$ cat src/rtl/uart_rx_oversample.sv
// UART receiver driven by an OVERSAMPLE x baud tick, with a 3-sample mid-bit majority vote.
// Optional parity bit after the data bits when UART_RX_PARITY_EN is defined.
module uart_rx_oversample #(
    parameter int unsigned DATA_BITS  = 8,
    parameter int unsigned OVERSAMPLE = 16,
    parameter int unsigned PARITY_ODD = 0
) (
    input  logic                 clk,
    input  logic                 rst_n,
    input  logic                 sample_en,
    input  logic                 rxd,
    output logic [DATA_BITS-1:0] rx_data,
    output logic                 rx_valid,
    output logic                 rx_frame_err,
    output logic                 rx_parity_err,
    output logic                 rx_busy
);

    localparam int unsigned TW  = $clog2(OVERSAMPLE);
    localparam int unsigned BW  = $clog2(DATA_BITS + 1);
    localparam int unsigned MID = OVERSAMPLE / 2;

    localparam logic [TW-1:0] TickVoteLo = TW'(MID - 1);
    localparam logic [TW-1:0] TickVoteHi = TW'(MID + 1);
    localparam logic [TW-1:0] TickLast   = TW'(OVERSAMPLE - 1);
    localparam logic [BW-1:0] BitLast    = BW'(DATA_BITS - 1);

    typedef enum logic [2:0] {
        StIdle,
        StStart,
        StData,
        StParity,
        StStop,
        StBreak
    } state_e;

    state_e               state;
    logic [TW-1:0]        tick_cnt;
    logic [BW-1:0]        bit_cnt;
    logic [DATA_BITS-1:0] shift_reg;
    logic                 rxd_m;
    logic                 rxd_s;
    logic [2:0]           vote_sr;
    logic                 vote_now;
    logic                 vote_bit;
    logic                 parity_ok;

    function automatic logic maj3(input logic [2:0] v);
        return (v[0] & v[1]) | (v[0] & v[2]) | (v[1] & v[2]);
    endfunction

    always_ff @(posedge clk or negedge rst_n) begin
        if (!rst_n) begin
            rxd_m <= 1'b1;
            rxd_s <= 1'b1;
        end else begin
            rxd_m <= rxd;
            rxd_s <= rxd_m;
        end
    end

    always_ff @(posedge clk or negedge rst_n) begin
        if (!rst_n) begin
            vote_sr <= '0;
        end else if (sample_en && (tick_cnt >= TickVoteLo) && (tick_cnt <= TickVoteHi)) begin
            vote_sr <= {vote_sr[1:0], rxd_s};
        end
    end

    // At tick MID+1 the third sample is still on rxd_s, so fold it in directly.
    assign vote_now = maj3({vote_sr[1:0], rxd_s});
    assign vote_bit = maj3(vote_sr);

`ifdef UART_RX_PARITY_EN
    logic parity_bit;
    assign parity_ok = (parity_bit == ((^shift_reg) ^ (PARITY_ODD != 0)));
`else
    assign parity_ok     = 1'b1;
    assign rx_parity_err = 1'b0;
`endif

    always_ff @(posedge clk or negedge rst_n) begin
        if (!rst_n) begin
            state         <= StIdle;
            tick_cnt      <= '0;
            bit_cnt       <= '0;
            shift_reg     <= '0;
            rx_data       <= '0;
            rx_valid      <= 1'b0;
            rx_frame_err  <= 1'b0;
            rx_busy       <= 1'b0;
`ifdef UART_RX_PARITY_EN
            parity_bit    <= 1'b0;
            rx_parity_err <= 1'b0;
`endif
        end else begin
            rx_valid      <= 1'b0;
            rx_frame_err  <= 1'b0;
`ifdef UART_RX_PARITY_EN
            rx_parity_err <= 1'b0;
`endif
            if (sample_en) begin
                tick_cnt <= (tick_cnt == TickLast) ? '0 : tick_cnt + 1'b1;
                case (state)
                    StIdle: begin
                        if (!rxd_s) begin
                            state    <= StStart;
                            tick_cnt <= '0;
                            rx_busy  <= 1'b1;
                        end
                    end
                    StStart: begin
                        if ((tick_cnt == TickVoteHi) && vote_now) begin
                            state   <= StIdle;
                            rx_busy <= 1'b0;
                        end else if (tick_cnt == TickLast) begin
                            state   <= StData;
                            bit_cnt <= '0;
                        end
                    end
                    StData: begin
                        if (tick_cnt == TickLast) begin
                            shift_reg <= {vote_bit, shift_reg[DATA_BITS-1:1]};
                            bit_cnt   <= bit_cnt + 1'b1;
                            if (bit_cnt == BitLast) begin
`ifdef UART_RX_PARITY_EN
                                state <= StParity;
`else
                                state <= StStop;
`endif
                            end
                        end
                    end
`ifdef UART_RX_PARITY_EN
                    StParity: begin
                        if (tick_cnt == TickLast) begin
                            parity_bit <= vote_bit;
                            state      <= StStop;
                        end
                    end
`endif
                    // Deciding at MID+1 leaves half a bit of margin for an early next start edge.
                    StStop: begin
                        if (tick_cnt == TickVoteHi) begin
                            rx_data <= shift_reg;
                            if (!vote_now) begin
                                rx_frame_err <= 1'b1;
                                state        <= StBreak;
                            end else if (!parity_ok) begin
`ifdef UART_RX_PARITY_EN
                                rx_parity_err <= 1'b1;
`endif
                                state   <= StIdle;
                                rx_busy <= 1'b0;
                            end else begin
                                rx_valid <= 1'b1;
                                state    <= StIdle;
                                rx_busy  <= 1'b0;
                            end
                        end
                    end
                    StBreak: begin
                        if (rxd_s) begin
                            state   <= StIdle;
                            rx_busy <= 1'b0;
                        end
                    end
                    default: begin
                        state   <= StIdle;
                        rx_busy <= 1'b0;
                    end
                endcase
            end
        end
    end

endmodule

$ cat config.mk
export PLATFORM = sky130hd
export DESIGN_NAME = uart_rx_oversample
export DESIGN_NICKNAME = d
export VERILOG_FILES = /design/src/rtl/uart_rx_oversample.sv
export SDC_FILE = /design/constraint.sdc
export NUM_CORES = 1
export LEC_CHECK = 0
export BUFFER_PORTS_ARGS = -buffer_cell sky130_fd_sc_hd__buf_2
export CAP_MARGIN = 30
export CORE_MARGIN = 2
export CORE_UTILIZATION = 30
export DETAILED_ROUTE_END_ITERATION = 8
export GPL_TIMING_DRIVEN = 0
export PLACE_DENSITY = 0.56
export RECOVER_POWER = 100
export SLEW_MARGIN = 20
export SYNTH_ARGS = -nofsm -noshare
export SYNTH_HDL_FRONTEND = slang
export SYNTH_SLANG_ARGS = --single-unit
$ cat constraint.sdc
create_clock -name clk -period 2.25 [get_ports clk]
set_clock_uncertainty 0.2 [all_clocks]
set_input_delay 0.5625 -clock clk [delete_from_list [all_inputs] [get_ports clk]]
set_output_delay 0.5625 -clock clk [all_outputs]
set_load 0.01 [all_outputs]
==> Word level (Yosys, flattened, before mapping) <==
Cells that the tools add are included.
{ "word_totals": {"in_bits": 4, "ff_bits": 35, "out_inout_bits": 12} }
{ "op_classes": {"order_cmp": 2, "eq_ne": 17, "n_mux": 30, "reduce_logical": 10, "n_bitwise": 10, "n_addsub": 2} }
{ "ops": {"columns": ["cell", "n"], "rows": [
  ["$mux 3", 8],
  ["$mux 4", 6],
  ["$ne 2x2->1 const B", 9],
  ["$pmux 3 s5", 1],
  ["$reduce_and 7->1", 2],
  ["$mux 1", 13],
  ["$add 4x1->4 const B", 2],
  ["$eq 4x4->1 const B", 2],
  ["$pmux 4 s2", 1],
  ["$eq 3x3->1 const B", 2],
  ["$reduce_and 3->1", 2],
  ["$and 1x1->1", 5],
  ["$pmux 1 s5", 1],
  ["$reduce_and 5->1", 1],
  ["$eq 4x3->1 const B", 1],
  ["$ge 4x3->1 const B", 1],
  ["$le 4x4->1 const B", 1],
  ["$or 1x1->1", 4],
  ["$eq 3x1->1 const B", 1],
  ["$eq 3x2->1 const B", 1],
  ["$logic_and 1x1->1", 3],
  ["$logic_not 3->1", 1],
  ["$ne 3x3->1 const B", 1],
  ["$reduce_bool 2->1", 1],
  ["$not 1->1", 1]
]} }

==> Longest topological paths before layout <==
Gate-level depths: netlist of run 1.
{ "depth": {"depth_word": 7, "depth_mapped": 7, "ltp_nobuf": 6} }

==> Worst setup path after synthesis of run 1 <==
No wires, ideal clock.
{ "synth_path": {"path_kind": "reg2reg", "start": "register tick_cnt[1]", "end": "register rx_data[0]", "required_ns": 1.925, "arrival_time_ns": 1.506, "setup_ns": 0.125, "path_slack_ns": 0.419, "period_less_slack_ns": 1.831, "stages_incl_launch_ff": 7, "path_cell_list": "dfrtp_1 inv_1 ha_1 and3b_1 buf_2 nand4_2 mux2_2"} }
{ "synth_via": {"elab_chain_cells": 2} }
{ "synth_rtl": {"columns": ["item", "line", "source"], "rows": [
  ["start: declaration", "38", "logic [TW-1:0] tick_cnt;"],
  ["start signal: assignment", "103", "tick_cnt <= (tick_cnt == TickLast) ? '0 : tick_cnt + 1'b1;"],
  ["$eq 4x4->1", "144", "if (tick_cnt == TickVoteHi) begin"],
  ["$reduce_and 3->1 (no line)", null, null],
  ["end signal: assignment", "145", "rx_data <= shift_reg;"],
  ["end: declaration", "12", "output logic [DATA_BITS-1:0] rx_data,"]
]} }
No other way between the ends.
A chain may end at the register's enable or synchronous reset.

==> Worst setup path in the final report of run 1 <==
{ "layout_path": {"start": "register state[0]", "end": "register state[2]"} }
{ "layout_via": {"elab_chain_cells": 3, "word_cells_on_any_way": 13, "cone_classes": "eq/ne: 10; mux: 1; reduce/logical: 2"} }
{ "layout_rtl": {"columns": ["item", "line", "source"], "rows": [
  ["start: declaration", "37", "state_e state;"],
  ["start signal: assignment", "84", "state <= StIdle;"],
  ["start signal: assignment", "107", "state <= StStart;"],
  ["start signal: assignment", "114", "state <= StIdle;"],
  ["$eq 3x1->1, or another cell as far along", "104", "case (state)"],
  ["$ne 3x3->1 (no line) / $ne 2x2->1 (equally long branches)", null, null],
  ["$reduce_and 7->1 (no line)", null, null]
]} }
Several ways; a longest one is shown, not always the timed one.

==> results.toml, run 1 <==
[drt]
viasPerCell = 4.84
postRouteAntennaNets = 0
firstDrtPassIters = 4
drc_errors = 0
via_count = 1117
detail_route.wl_per_cell_um = 13.5
wirelength_um = 3130
drt-initial-drc-count = 101

[yosys]
synth_seq_area_share_pct = 52.2
yosys_warnings = 0
synthArstFlopShare_pct = 100
ys_types = 50
synth-seq-cells = 35
synth_fp_nets = 145
syn_avg_cell_area_um2 = 12.3
synth-edff-count = 0
synthCells = 137
synthFlopType = "dfrtp_1"
synth_area_um2 = 1680

[worst_setup_path]
cp-end-kind = "flip-flop"
path_class = "reg2reg"
r2r_setup_slack_ns = 0.10
startpoint_type = "flip-flop"
timing.rr.end = "state[2]"
cpPeakStageDelay_ns = 0.48
r2r_start = "state[0]"
crit_chain = "clkbuf_1 -> or3b_4 -> o31ai_4 -> a21oi_1 -> a221o_1"
cp_num_buf_inv = 1
cp_top_family = "compound AO/OA/AOI/OAI gates"
r2r_cells = 5
cpMaxStageDelayCell = "or3b_4"
crit_required_ns = 2.22
cp_max_fo = 10
crit_arrival_ns = 2.12

[placement]
gp_congestion = 0.792
numPortBuffers = 14
dp_hpwl_um = 2160

[timing]
grt_setup_unrepaired = "no"
timing.final.hold_violations = 0
setup_viol = 0
slew_headroom_pct = 44.0
finalCritPeriodShare_pct = 95.5
setup-tns-final_ns = 0
period_minus_slack_ns = 2.15
maxSlewViolCount = 0
tightestPinTransition_ns = 0.840
hold_ws_ns = 0.157
fmax_mhz = 465

[hold_path]
hold_start = "rxd_m"
hold_path_end = "rxd_s"
whs_path_depth = 0
hold_class = "reg2reg"

[global_routing]
grt_pass1_wl_um = 5090
grt_max_degree = 36
antenna_found_initial = 0
track_usage_pct = 10.7
grt_pass1_vias = 1077
overflow = 0

[finish]
area_growth_pct = 14.4
final_common_cell = "dfrtp_1"
layout_common_cells = "33 x dfrtp_1, 20 x mux2_2, 13 x clkbuf_1, 11 x nor2_1, 7 x clkbuf_8"
fill_cells = 559
antenna_cells = 0
nets = 166
layout-drive-gt1-share_pct = 27.7
utilization_pct = 35.2

[pwr]
ir_worst_vdd_v = 0.000251
static-leakage-power_nw = 0.883
total_power_w = 0.00174
cellPowerDensity_nw_per_um2 = 901

[clock_tree]
clock_sinks = 35
numCtsBuffers = 5
cts_tree = "done"
clockRootBuffer = "clkbuf_8"
clk_latency_ns = 0.29
cts_resized = 0
htree_levels = 2
clockBufferDepth = 2
post_cts_buffers = 0
cts_hold_buffers = 0
clk_pin_slew_ns = 0.07

[die]
ios = 16
dieArea_um2 = 6220
rows = 27
die_h_um = 78.9
coreArea_um2 = 5470
initial_utilization_pct = 30.7
die_w_um = 78.9

[run_status]
status = "finished clean"

[run]
drv_cap = 0
==> logic make-up (layout without fill, tap and decap cells) <==
| family | Yosys count | count (layout) | share of synthesized area (%) |
|---|---|---|---|
| AND/OR/NAND/NOR | 41 | 41 | 15.1 |
| buffers and inverters | 10 | 32 | 3.05 |
| multiplexers | 21 | 21 | 14.3 |
| AO/OA/AOI/OAI | 19 | 19 | 8.92 |
| flip-flops | 35 | 35 | 52.2 |
| adder cells (fa/ha/maj) | 6 | 6 | 4.16 |
| other | 1 | 1 | 0.223 |
| XOR/XNOR | 4 | 4 | 2.08 |
==> Yosys cell counts, drive strengths merged (2+ instances only) <==
library cell / count / area share (%)
a21oi: 5 / 1.7
buf: 5 / 1.9
dfrtp: 33 / 49
dfstp: 2 / 3.1
ha: 4 / 3.0
inv: 4 / 0.89
maj3: 2 / 1.2
mux2: 21 / 14
nand2: 3 / 0.67
nand2b: 2 / 0.74
nand3: 4 / 1.5
nand4: 2 / 1.1
nor2: 12 / 3.1
nor3: 4 / 1.2
nor3b: 2 / 0.89
o21ai: 3 / 0.89
o22ai: 2 / 0.74
o31ai: 2 / 1.7
or3: 2 / 0.74
or3b: 2 / 1.2
xnor2: 3 / 1.6
==> metrics by stage <==
stage	instances	setup WS [ns]	area [um2]
after floorplan	137	0.419	1680
after global placement	223	0.198	1840
after detailed placement	223	0.112	1840
after CTS	231	0.0982	1950
after global routing	231	0.0366	1930
final	231	0.101	1930
==> worst max path at each step <==
stage,startpoint,to,slack (ns),cells after the start
2_1_floorplan,tick_cnt[1],rx_data[0],0.42,6
3_3_place_gp,tick_cnt[1],rx_data[4],0.20,6
4_1_cts,tick_cnt[1],rx_data[4],0.1,6
6_report,state[0],state[2],0.10,5
5_1_grt,tick_cnt[0],state[0],0.04,5
3_5_place_dp,tick_cnt[1],rx_data[2],0.11,6
==> area by class of cell <==
class	instances	area (um2)	share of cell area (%)
inverters	4	15.0	0.780
clock inverters	1	7.51	0.390
plain buffers	6	28.8	1.49
repair buffers	14	56.3	2.92
flip-flops and latches	35	878	45.6
well taps	72	90.1	4.68
multi-input cells	92	753	39.1
clock buffers	7	96.3	5.00
==> worst register-to-register path: cells and delay by family (launching register included) <==
kind / cells / cell delay [ns]
buf+inv: 1 / 0.33
compound gates: 3 / 0.70
simple gates: 1 / 0.48
flops: 1 / 0.33
==> per-layer routing <==
metal  up-vias  share of wire, %  global-route usage [%]
li1        539                 -                       -
met1       549                43                    12.1
met2        23                51                    18.6
met3         6               3.5                    2.73
met4         0               2.5                    5.69
met5         -                 0                       0
==> report_power, final <==
group          switching (W)  total [W]  internal [W]
combinational       0.000233   0.000421      0.000188
sequential         0.0000891   0.000815      0.000726
clock               0.000222   0.000500      0.000278
Note: power is estimated with default switching activity, not from simulation.
==> inputs of run 2 (changes only) <==
- RECOVER_POWER: 100 -> unset
==> run 2 against run 1 <==
- sequential share of layout area decreased by 0.70 points
- register-to-register slack better by 0.07 ns
- global-route usage unchanged
- via count unchanged
- combinational power increased by 2%
- critical path depth is 2 higher
- clock power barely moved
==> results.toml, run 2 (synthesized netlist as in run 1, its figures left out) <==
[clock_tree]
clk_pin_slew_ns = 0.07
numCtsBuffers = 5
clk_latency_ns = 0.29
htree_levels = 2
clockBufferDepth = 2
cts_hold_buffers = 0
clock_sinks = 35
cts_tree = "done"
clockRootBuffer = "clkbuf_8"

[worst_setup_path]
crit_required_ns = 2.21
cp_num_buf_inv = 2
cp_max_fo = 6
path_class = "reg2reg"
cpPeakStageDelay_ns = 0.41
cpMaxStageDelayCell = "dfrtp_1"
startpoint_type = "flip-flop"
crit_arrival_ns = 2.04
cp_top_family = "simple AND/OR/NAND/NOR gates"
cp-end-kind = "flip-flop"
crit_chain = "inv_1 -> ha_1 -> and3b_1 -> buf_2 -> o2111ai_2 -> nor3b_1 -> nor2_1"

[placement]
place_inst = 223
numPortBuffers = 14
gp_congestion = 0.792
dp_hpwl_um = 2160

[timing]
maxSlewViolCount = 0
grt_setup_unrepaired = "no"
finalCritPeriodShare_pct = 92.2
setup_viol = 0
setup-tns-final_ns = 0
period_minus_slack_ns = 2.08
slew_headroom_pct = 49.7
hold_ws_ns = 0.139
tightestPinTransition_ns = 0.754
timing.final.hold_violations = 0
fmax_mhz = 482

[global_routing]
grt_max_degree = 36
antenna_found_initial = 0
grt_pass1_wl_um = 5090
track_usage_pct = 10.7
overflow = 0
grt_pass1_vias = 1077

[finish]
finalNonFillerCells = 231
area_growth_pct = 16.2
final_common_cell = "dfrtp_1"
layout-drive-gt1-share_pct = 36.5
nets = 166
antenna_cells = 0
layout_common_cells = "33 x dfrtp_1, 20 x mux2_2, 16 x buf_2, 11 x nor2_1, 7 x clkbuf_8"

[drt]
drc_errors = 0
postRouteAntennaNets = 0
viasPerCell = 4.84
detail_route.wl_per_cell_um = 13.5
wirelength_um = 3120
firstDrtPassIters = 4
drt-initial-drc-count = 98
via_count = 1117

[die]
rows = 27
die_w_um = 78.9
ios = 16
initial_utilization_pct = 30.7
coreArea_um2 = 5470
die_h_um = 78.9
dieArea_um2 = 6220

[run]
drv_cap = 0

[pwr]
ir_worst_vdd_v = 0.000251
cellPowerDensity_nw_per_um2 = 891
static-leakage-power_nw = 0.940

[run_status]
status = "finished clean"

[hold_path]
hold_class = "in2async"
==> run 2: per-layer routing <==
| metal | global-route usage (%) | wire, um | share of wire (%) |
|---|---|---|---|
| met2 | 18.6 | 1590 | 51 |
| met5 | 0 | 0 | 0 |
| met4 | 5.69 | 81 | 2.6 |
| met3 | 2.73 | 98 | 3.1 |
| met1 | 12.1 | 1350 | 43 |
==> run 2: what timing repair did <==
| item | CTS | global route |
|---|---|---|
| gates resized for setup | 0 | 1 |
| endpoints found under the setup margin | 0 | 8 |
| setup buffers | 0 | 0 |
==> run 2: final timing paths <==
path | end | depth (start not counted) | startpoint | slack (ns)
worst max-delay path | bit_cnt[2] | 7 | tick_cnt[1] | 0.17
worst min-delay path | tick_cnt[2] | 1 | rst_n | 0.14
worst max register to register | bit_cnt[2] | 7 | tick_cnt[1] | 0.17
worst min register to register | rxd_s | 0 | rxd_m | 0.16
max in group asynchronous | tick_cnt[0] | 1 | rst_n | 1.23
min in group clk | rxd_s | 0 | rxd_m | 0.16
==> run 2: report_power, final <==
group	internal, W	leakage [nW]	switching [W]
Clock	0.000278	0.0505	0.000221
Combinational	0.000193	0.429	0.000235
Sequential	0.000726	0.461	0.0000894
Total	0.00120	0.940	0.000545
==> run 2: layout make-up <==
type	count	area [um2]
clock buffers	7	96.3
fillers	551	3520
well taps	72	90.1
repair buffers	14	70.1
inverters	4	15.0
flip-flops and latches	35	878
plain buffers	6	36.3
clock inverters	1	7.51
multi-input cells	92	762
==> run 2: per-stage QoR <==
stage               area, um2  power, W  util, %  setup WS (ns)
detailed placement       1840   0.00124     33.7          0.112
floorplan                1680   0.00114        -          0.419
global route             1960   0.00185     35.7         0.0649
finish                   1960   0.00174     35.7          0.175
global placement         1840   0.00121     33.7          0.198
CTS                      1950   0.00175     35.6         0.0982
==> inputs of run 3 (changes only) <==
- CORE_MARGIN: 2 -> unset
==> run 3 against run 2 <==
- first-iteration DRC count grew 19%
- clock-buffer cell count down 2
- largest cell class unchanged
- core utilization increased by 1.6 points
- die area shrank 5.0%
- power grew 3.7%
- setup slack got worse by 0.040 ns
- worst hold slack got worse by 0.0032 ns
- via count is 0.27% lower
- non-clock buffer count unchanged
- sequential share of layout area hardly changed
- sequential power hardly changed
==> results.toml, run 3 (synthesized netlist as in run 1, its figures left out) <==
[pwr]
switching_share_pct = 30.7
cellPowerDensity_nw_per_um2 = 923
p_clk_share_pct = 32.1
combPwrFrac_pct = 22.9
p_switching_w = 0.000555
ir_worst_vdd_v = 0.000556
static-leakage-power_nw = 0.950
p_seq_share_pct = 45.0
total_power_w = 0.00181
p_int_w = 0.00125

[worst_setup_path]
cp_top_family = "simple AND/OR/NAND/NOR gates"
cp_max_fo = 10
path_class = "reg2reg"
crit_required_ns = 2.22
cp_num_buf_inv = 2
crit_arrival_ns = 2.08
startpoint_type = "flip-flop"
cp-end-kind = "flip-flop"
crit_chain = "inv_1 -> ha_1 -> and3b_1 -> buf_2 -> nand4_2 -> mux2_2"
cpPeakStageDelay_ns = 0.42
r2r_setup_slack_ns = 0.13
cpMaxStageDelayCell = "dfrtp_1"

[die]
die_h_um = 76.9
ios = 16
coreArea_um2 = 5240
initial_utilization_pct = 32.1
rows = 26
die_w_um = 76.9
dieArea_um2 = 5910

[finish]
fill_cells = 494
layout-drive-gt1-share_pct = 36.5
regArea_um2 = 878
utilization_pct = 37.4
multi_input_area_um2 = 753
area_growth_pct = 16.3
finalNonFillerCells = 229
antenna_cells = 0
nets = 166
layout_common_cells = "33 x dfrtp_1, 20 x mux2_2, 16 x buf_2, 11 x nor2_1, 5 x clkbuf_8"
final_common_cell = "dfrtp_1"

[timing]
period_minus_slack_ns = 2.12
grt_setup_unrepaired = "no"
slew_headroom_pct = 49.9
tightestPinTransition_ns = 0.751
setup_viol = 0
setup-tns-final_ns = 0
finalCritPeriodShare_pct = 94.0
maxSlewViolCount = 0
fmax_mhz = 473
timing.final.hold_violations = 0

[global_routing]
grt_pass1_vias = 1177
grt_pass1_wl_um = 5380
grt_max_degree = 36
track_usage_pct = 11.5
antenna_found_initial = 0
overflow = 0

[drt]
wl_met2_um = 1510
highest_layer = "met4"
wl_met1_um = 1400
viasPerCell = 4.86
firstDrtPassIters = 4
postRouteAntennaNets = 0
drt-initial-drc-count = 117
via_count = 1114
wirelength_um = 3030
drc_errors = 0
detail_route.wl_per_cell_um = 13.2
wl_met3_um = 107

[placement]
gp_congestion = 0.789
numPortBuffers = 14
place_inst = 221
dp_hpwl_um = 2180

[clock_tree]
htree_levels = 2
clockBufferDepth = 2
cts_resized = 0
clk_latency_ns = 0.28
clock_sinks = 35
cts_hold_buffers = 0
numCtsBuffers = 5
clk_pin_slew_ns = 0.08
cts_tree = "done"
post_cts_buffers = 0
clockRootBuffer = "clkbuf_8"

[hold_path]
hold_class = "in2async"

[run_status]
status = "finished clean"

[run]
drv_cap = 0
-- run 3: cell types whose count changed in the layout (fill, tap and decap cells not counted), sizes merged --
cell | before | now
bufinv | 0 | 1
clkinv | 0 | 1
clkinvlp | 1 | 0
clkbuf | 8 | 6
inv | 4 | 5
-- run 3: power groups by stage --
stage          clock network (W)  logic (W)  registers [W]
3_3_place_gp                   0   0.000403       0.000816
5_1_grt                 0.000631   0.000463       0.000832
6_report                0.000580   0.000413       0.000813
3_5_place_dp                   0   0.000418       0.000823
4_1_cts                 0.000599   0.000418       0.000812
2_1_floorplan                  0   0.000340       0.000801
-- run 3: path summary, 6_finish.rpt --
| check | end | start | cells past startpoint |
|---|---|---|---|
| setup / recovery | rx_data[6] | tick_cnt[1] | 6 |
| setup reg to reg | rx_data[6] | tick_cnt[1] | 6 |
| hold reg to reg | rxd_s | rxd_m | 0 |
| min in group clk | rxd_s | rxd_m | 0 |
| hold / removal | tick_cnt[3] | rst_n | 1 |
| max in group asynchronous | bit_cnt[0] | rst_n | 1 |
-- run 3: cell type report --
type / count / share of cell area (%)
flip-flops and latches: 35 / 44.9
multi-input cells: 92 / 38.5
well taps: 70 / 4.48
repair buffers: 14 / 3.58
clock buffers: 5 / 3.52
clock inverters: 3 / 2.43
plain buffers: 6 / 1.85
inverters: 4 / 0.767
-- run 3: stage by stage --
stage	worst slack [ns]	instance area [um2]	hold slack, ns
after global routing	0.00212	1960	0.159
final	0.135	1960	0.136
after floorplan	0.419	1680	0.0669
after CTS	0.126	1960	0.161
after detailed placement	0.142	1840	0.150
after global placement	0.194	1840	0.146
-- run 3: routing by layer --
metal / vias to the layer above / global-route usage [%]
met4: 0 / 5.38
li1: 534 / -
met3: 2 / 2.74
met2: 18 / 19.6
met1: 560 / 13.5
met5: - / 0
